[config.mk]
export PLATFORM = sky130hd
export DESIGN_NAME = dmem_responder
export DESIGN_NICKNAME = d
export VERILOG_FILES = /design/src/rtl/dmem_responder.sv
export SDC_FILE = /design/constraint.sdc
export NUM_CORES = 2
export LEC_CHECK = 0
export CAP_MARGIN = 20
export CORE_MARGIN = 4
export CORE_UTILIZATION = 30
export CTS_CLUSTER_DIAMETER = 30
export DETAILED_ROUTE_END_ITERATION = 16
export SLEW_MARGIN = 20
export SYNTH_ARGS = -nofsm -noshare
export SYNTH_HDL_FRONTEND = slang
export SYNTH_SLANG_ARGS = --single-unit
[constraint.sdc]
create_clock -name clk -period 3 [get_ports clk]
set_clock_uncertainty 0.05 [all_clocks]
set_input_delay 0.45 -clock clk [delete_from_list [all_inputs] [get_ports clk]]
set_output_delay 0.45 -clock clk [all_outputs]
set_load 0.02 [all_outputs]
[src/rtl/dmem_responder.sv]
// dmem_responder: multi-cycle data-memory target for the CPU data port.
// Accepts one load/store at a time, waits LATENCY cycles, then pulses ack.
// Optional store log (last_wadr/last_wdata/wr_count) enabled by the macro
// DMEM_WRITE_LOG_EN; when undefined those outputs are tied to zero.
module dmem_responder #(
  parameter int unsigned DEPTH     = 64,
  parameter int unsigned LATENCY   = 2,
  parameter int unsigned INIT_ZERO = 1
) (
  input  logic        clk,
  input  logic        rst,
  input  logic        req,
  input  logic        memwrite,
  input  logic [31:0] dataadr,
  input  logic [31:0] writedata,
  output logic        ack,
  output logic [31:0] readdata,
  output logic        err,
  output logic        busy,
  output logic [31:0] last_wadr,
  output logic [31:0] last_wdata,
  output logic [15:0] wr_count
);

  localparam int unsigned AW  = (DEPTH > 1) ? $clog2(DEPTH) : 1;
  localparam logic [3:0]  LAT = 4'(LATENCY);

  typedef enum logic [1:0] {
    S_IDLE = 2'd0,
    S_BUSY = 2'd1,
    S_RESP = 2'd2
  } state_e;

  state_e          state_q, state_d;
  logic [3:0]      cnt_q, cnt_d;
  logic            cap_we_q, cap_we_d;
  logic            cap_err_q, cap_err_d;
  logic [AW-1:0]   cap_idx_q, cap_idx_d;
  logic [31:0]     cap_wdata_q, cap_wdata_d;
  logic            ack_q, ack_d;
  logic            err_q, err_d;
  logic            busy_q, busy_d;
  logic [31:0]     rdata_q, rdata_d;
  logic            commit_c;

  logic [31:0]     mem [DEPTH];

  // Misaligned or beyond the last word; full 32-bit compare, no aliasing.
  function automatic logic addr_bad(input logic [31:0] a);
    return (a[1:0] != 2'b00) || (32'(a[31:2]) >= 32'(DEPTH));
  endfunction

  // A store commits on the edge that leaves RESP, only when error-free.
  assign commit_c = (state_q == S_RESP) && cap_we_q && !cap_err_q;

  // State, counter, capture and registered outputs.
  always_ff @(posedge clk or negedge rst) begin
    if (!rst) begin
      state_q     <= S_IDLE;
      cnt_q       <= 4'd0;
      cap_we_q    <= 1'b0;
      cap_err_q   <= 1'b0;
      cap_idx_q   <= '0;
      cap_wdata_q <= 32'd0;
      ack_q       <= 1'b0;
      err_q       <= 1'b0;
      busy_q      <= 1'b0;
      rdata_q     <= 32'd0;
    end else begin
      state_q     <= state_d;
      cnt_q       <= cnt_d;
      cap_we_q    <= cap_we_d;
      cap_err_q   <= cap_err_d;
      cap_idx_q   <= cap_idx_d;
      cap_wdata_q <= cap_wdata_d;
      ack_q       <= ack_d;
      err_q       <= err_d;
      busy_q      <= busy_d;
      rdata_q     <= rdata_d;
    end
  end

  // Next-state, capture and response decode.
  always_comb begin
    state_d     = state_q;
    cnt_d       = cnt_q;
    cap_we_d    = cap_we_q;
    cap_err_d   = cap_err_q;
    cap_idx_d   = cap_idx_q;
    cap_wdata_d = cap_wdata_q;
    ack_d       = 1'b0;
    err_d       = 1'b0;
    rdata_d     = 32'd0;

    case (state_q)
      S_IDLE: begin
        if (req) begin
          cap_we_d    = memwrite;
          cap_err_d   = addr_bad(dataadr);
          cap_idx_d   = dataadr[AW+1:2];
          cap_wdata_d = writedata;
          cnt_d       = LAT;
          state_d     = (LAT != 4'd0) ? S_BUSY : S_RESP;
        end
      end
      S_BUSY: begin
        cnt_d = cnt_q - 4'd1;
        if (cnt_q <= 4'd1) begin
          state_d = S_RESP;
        end
      end
      S_RESP: begin
        state_d = S_IDLE;
      end
      default: begin
        state_d = S_IDLE;
      end
    endcase

    // Response fields are registered on entry to RESP.
    if ((state_d == S_RESP) && (state_q != S_RESP)) begin
      ack_d = 1'b1;
      err_d = cap_err_d;
      if (!cap_we_d && !cap_err_d) begin
        rdata_d = mem[cap_idx_d];
      end
    end

    busy_d = (state_d != S_IDLE);
  end

  assign ack      = ack_q;
  assign err      = err_q;
  assign busy     = busy_q;
  assign readdata = rdata_q;

  // Word RAM, optionally cleared by reset.
  generate
    if (INIT_ZERO != 0) begin : g_mem_rst
      always_ff @(posedge clk or negedge rst) begin
        if (!rst) begin
          for (int unsigned i = 0; i < DEPTH; i++) begin
            mem[i] <= 32'd0;
          end
        end else if (commit_c) begin
          mem[cap_idx_q] <= cap_wdata_q;
        end
      end
    end else begin : g_mem_norst
      always_ff @(posedge clk) begin
        if (commit_c) begin
          mem[cap_idx_q] <= cap_wdata_q;
        end
      end
    end
  endgenerate

`ifdef DMEM_WRITE_LOG_EN
  logic [31:0] log_wadr_q;
  logic [31:0] log_wdata_q;
  logic [15:0] log_cnt_q;

  // Store log updated on each committed store; count saturates.
  always_ff @(posedge clk or negedge rst) begin
    if (!rst) begin
      log_wadr_q  <= 32'd0;
      log_wdata_q <= 32'd0;
      log_cnt_q   <= 16'd0;
    end else if (commit_c) begin
      log_wadr_q  <= 32'({cap_idx_q, 2'b00});
      log_wdata_q <= cap_wdata_q;
      if (log_cnt_q != 16'hFFFF) begin
        log_cnt_q <= log_cnt_q + 16'd1;
      end
    end
  end

  assign last_wadr  = log_wadr_q;
  assign last_wdata = log_wdata_q;
  assign wr_count   = log_cnt_q;
`else
  assign last_wadr  = 32'd0;
  assign last_wdata = 32'd0;
  assign wr_count   = 16'd0;
`endif

endmodule

==> impl_results.md <==
* Distinct cells, synth at 51
* Clk pin slew, worst setup/hold paths at 0.05 ns
* Placed cells at 11975
* Tot Pwr at around 110 mW
* P_leak at between 50 and 60 nW
* Die span in x at roughly 570 microns
* DR WL/cell at 24.5 microns
* Violated checks: negative setup slack
* Critical Path RT at 3.86 ns
* Setup CP Type: reg2reg
* Post-Syn Instances at 7722
* Final Util at 39.8%
* Ys async rst share at 100%
* Pins Over Slew Limit at 0
* Initial antenna violation count at 3
* VDD IR max at 0.719 mV
* Drt pass-1 iters at 8
* Sequential power share at 28.7%
* Hold violation total from the final report at 0
* Top FF cell, synth: dfrtp_1
* Post-synthesis cell area at a little under 0.1 sq mm
* CORE AREA at about 0.32 sq mm
* Layout cells sized above 1 at 45.1%
* Setup Viol. Count Final at 32
* Final Wtd Congestion at ~0.81
* Final Cycle Share at 108%
* Final hold slack at 0.0327 ns
* CTS Buf Count at 450
* Pwr per Cell Area at 892 mW/mm^2
* Gr usage total at a little under a fifth
* Clock sinks at 2129
* Vias at 67930
* Nets@finish at 8393
* Pre-CTS setup slack at -1.22 ns
* DRT iter0 DRCs at ~4800
* Root buf cell: clkbuf_16
* Area growth from synthesis to layout at 31.6%
* Num rows at roughly 210
* Switching Share at between 30 and 40%
* Register area share after synthesis at 55.3%
* Combinational power share at 26.6%
* Max_cap viols at 0
* Largest stage delay on the critical path at around 0.4 ns
* Pin count of the biggest net entering global routing at 139
* Max clock buf depth at 4
* Synth area leaders: dfrtp_1 (55%), mux2_2 (24%), mux2i_1 (5.4%)
* CTS tree: yes
* Worst R2R Setup Slack at -0.25 ns
* Worst Hold Class: in2reg
* Initial Util at roughly 30%
* Routed vias/inst at between 5 and 6
* Post-DRT Antenna Nets at 0
* Internal at 75.5 mW
* Syn Area/Cell at approximately 12 sq um
* RSZ-0062 raised after global routing: yes
* CP delay by family, top: buffers and inverters
* CP Capture Type: flip-flop
* IO Pins at 183
* Residual DRC count at 0
* Synth Warn # at 0
* Most common cell after layout, fill and taps aside: dfrtp_1
* Final HPWL DP at 183000 microns
* Clock power frac at 44.7%
* Startpoint types: flip-flop
* Psw at around 38 mW
* Number of buffers added on ports at around 100
* CP Cell Sequence: buf_6 > nor3b_4 > buf_12 > mux2i_4 > buf_4 > buf_6 > nand3_4 > buf_12 > buf_12 > buf_4 > buf_4 > o22ai_1 > nor4_1 > o22ai_2 > a21o_1
* Max H-tree Level at 5
* Die Ht at 575 microns
* Final Non-Filler Cells at 12979
* Vias in the first global route at 71095
* Slew @ Worst Pin at 1.03 ns
* EDFF count, synth at 0
* Setup WS post-layout at -0.248 ns
* Die Area at 0.330 sq mm
* CP Buf/Inv Count at 8
* CP max stage cell: dfrtp_1
* Area share of the largest cell type after synthesis at between 50% and 60%
* #FFs+latches synth at about 2100
* Later-pin clock latency in the skew report at ~0.98 ns
* First-pass GRT wire length at 466000 microns
* Grt ovf at 0
* F_max at 0.308 GHz
* Detailed Route WL at 318000 microns
* Status: finished with violations
* Crit path DAT at 4.10 ns
* Most frequent cells in the layout: dfrtp_1 (2097), mux2_2 (2048), nand2_1 (859), mux2i_1 (498), clkbuf_16 (467)
* CP max FO at 7
* Minimum clock period after layout at 3.25 ns
* Relative slew margins at 31.4%
* Post-synth top area cell: dfrtp_1
-- cell usage after synthesis (84+ instances only) --
| cell type | number |
|---|---|
| a32oi_1 | 92 |
| buf_2 | 89 |
| clkbuf_1 | 516 |
| a21oi_1 | 461 |
| mux2_2 | 2048 |
| nand3_1 | 117 |
| mux2i_1 | 515 |
| dfrtp_1 | 2129 |
| nand2_1 | 894 |
| o22ai_1 | 287 |
| buf_4 | 84 |
| buf_1 | 124 |
-- sequential cells by signal, indices dropped and copies added (netlist names) --
| register | flops |
|---|---|
| busy | 1 |
| readdata | 32 |
| state_q | 2 |
| err | 1 |
| cnt_q | 4 |
| cap_wdata_q | 32 |
| cap_we_q | 1 |
| mem | 2048 |
| cap_idx_q | 6 |
| cap_err_q | 1 |
| ack | 1 |
-- power groups by stage --
| stage | logic, mW | registers (mW) | clock network (mW) |
|---|---|---|---|
| final | 30.1 | 32.5 | 50.5 |
| after global routing | 31.3 | 32.7 | 52.6 |
| after CTS | 27.0 | 32.4 | 51.1 |
| after detailed placement | 24.2 | 32.9 | 0 |
| after global placement | 24.0 | 32.7 | 0 |
| after floorplan | 14.3 | 29.8 | 0 |
-- final timing paths --
| path | start | end | cells after the start |
|---|---|---|---|
| worst max-delay path | state_q[1]$_DFF_PN0_ | readdata[1]$_DFF_PN0_ | 15 |
| worst min-delay path | writedata[7] | cap_wdata_q[7]$_DFFE_PN0P_ | 3 |
| worst max register to register | state_q[1]$_DFF_PN0_ | readdata[1]$_DFF_PN0_ | 15 |
| worst min register to register | cap_wdata_q[3]$_DFFE_PN0P_ | cap_wdata_q[3]$_DFFE_PN0P_ | 2 |
| max in group asynchronous | rst | cap_wdata_q[31]$_DFFE_PN0P_ | 4 |
| min in group asynchronous | rst | mem[538]$_DFFE_PN0P_ | 2 |
-- layout make-up --
cell class / count / area [sq um]
sequential: 2129 / 53400
tap: 4284 / 5360
timing repair buffer: 886 / 10400
antenna: 8 / 20.0
inverter: 9 / 70.1
clock buffer: 574 / 12400
timing repair inverter: 1 / 20.0
multi-input combinational: 4846 / 41900
clock inverter: 242 / 3220
fill: 29181 / 192000
-- kinds of logic after synthesis --
| kind of cell | Yosys count | share of synthesized area (%) |
|---|---|---|
| compound gates | 1002 | 6.43 |
| xor+xnor | 1 | 0.00909 |
| buf+inv | 826 | 3.69 |
| flops | 2129 | 55.3 |
| simple gates | 1196 | 5.23 |
| other cells | 1 | 0.00389 |
| mux | 2565 | 29.3 |
| fa+ha+maj | 2 | 0.0260 |
-- repair_timing --
action | CTS | global route
endpoints found under the setup margin | 32 | 32
pin swaps | 78 | 84
cloned | 11 | 16
setup buffers | 49 | 86
hold endpoints to repair | 678 | 0
hold buffers | 24 | 0
resized for setup | 226 | 202
-- metal layers --
layer | vias up | share of wire, % | track usage (%)
met5 | - | 0 | 0
met4 | 0 | 4.0 | 7.47
met3 | 670 | 6.0 | 3.15
met2 | 2338 | 48 | 30.6
met1 | 35966 | 42 | 23.7
li1 | 28956 | - | -
-- worst register-to-register path: stages, from the launching register on --
cell and delay (ns):
dfrtp_1 0.41, buf_6 0.14, nor3b_4 0.24, buf_12 0.17
mux2i_4 0.35, buf_4 0.17, buf_6 0.13, nand3_4 0.22
buf_12 0.24, buf_12 0.15, buf_4 0.13, buf_4 0.13
o22ai_1 0.12, nor4_1 0.08, o22ai_2 0.33, a21o_1 0.13
-- metrics by stage --
stage | instance area [sq um] | setup TNS, ns
finish | 127000 | -4.57
global route | 127000 | -7.35
detailed placement | 107000 | -28.11
floorplan | 96600 | 0
global placement | 107000 | -27.60
CTS | 124000 | -2.70
Power figures use the tool's default switching activity.
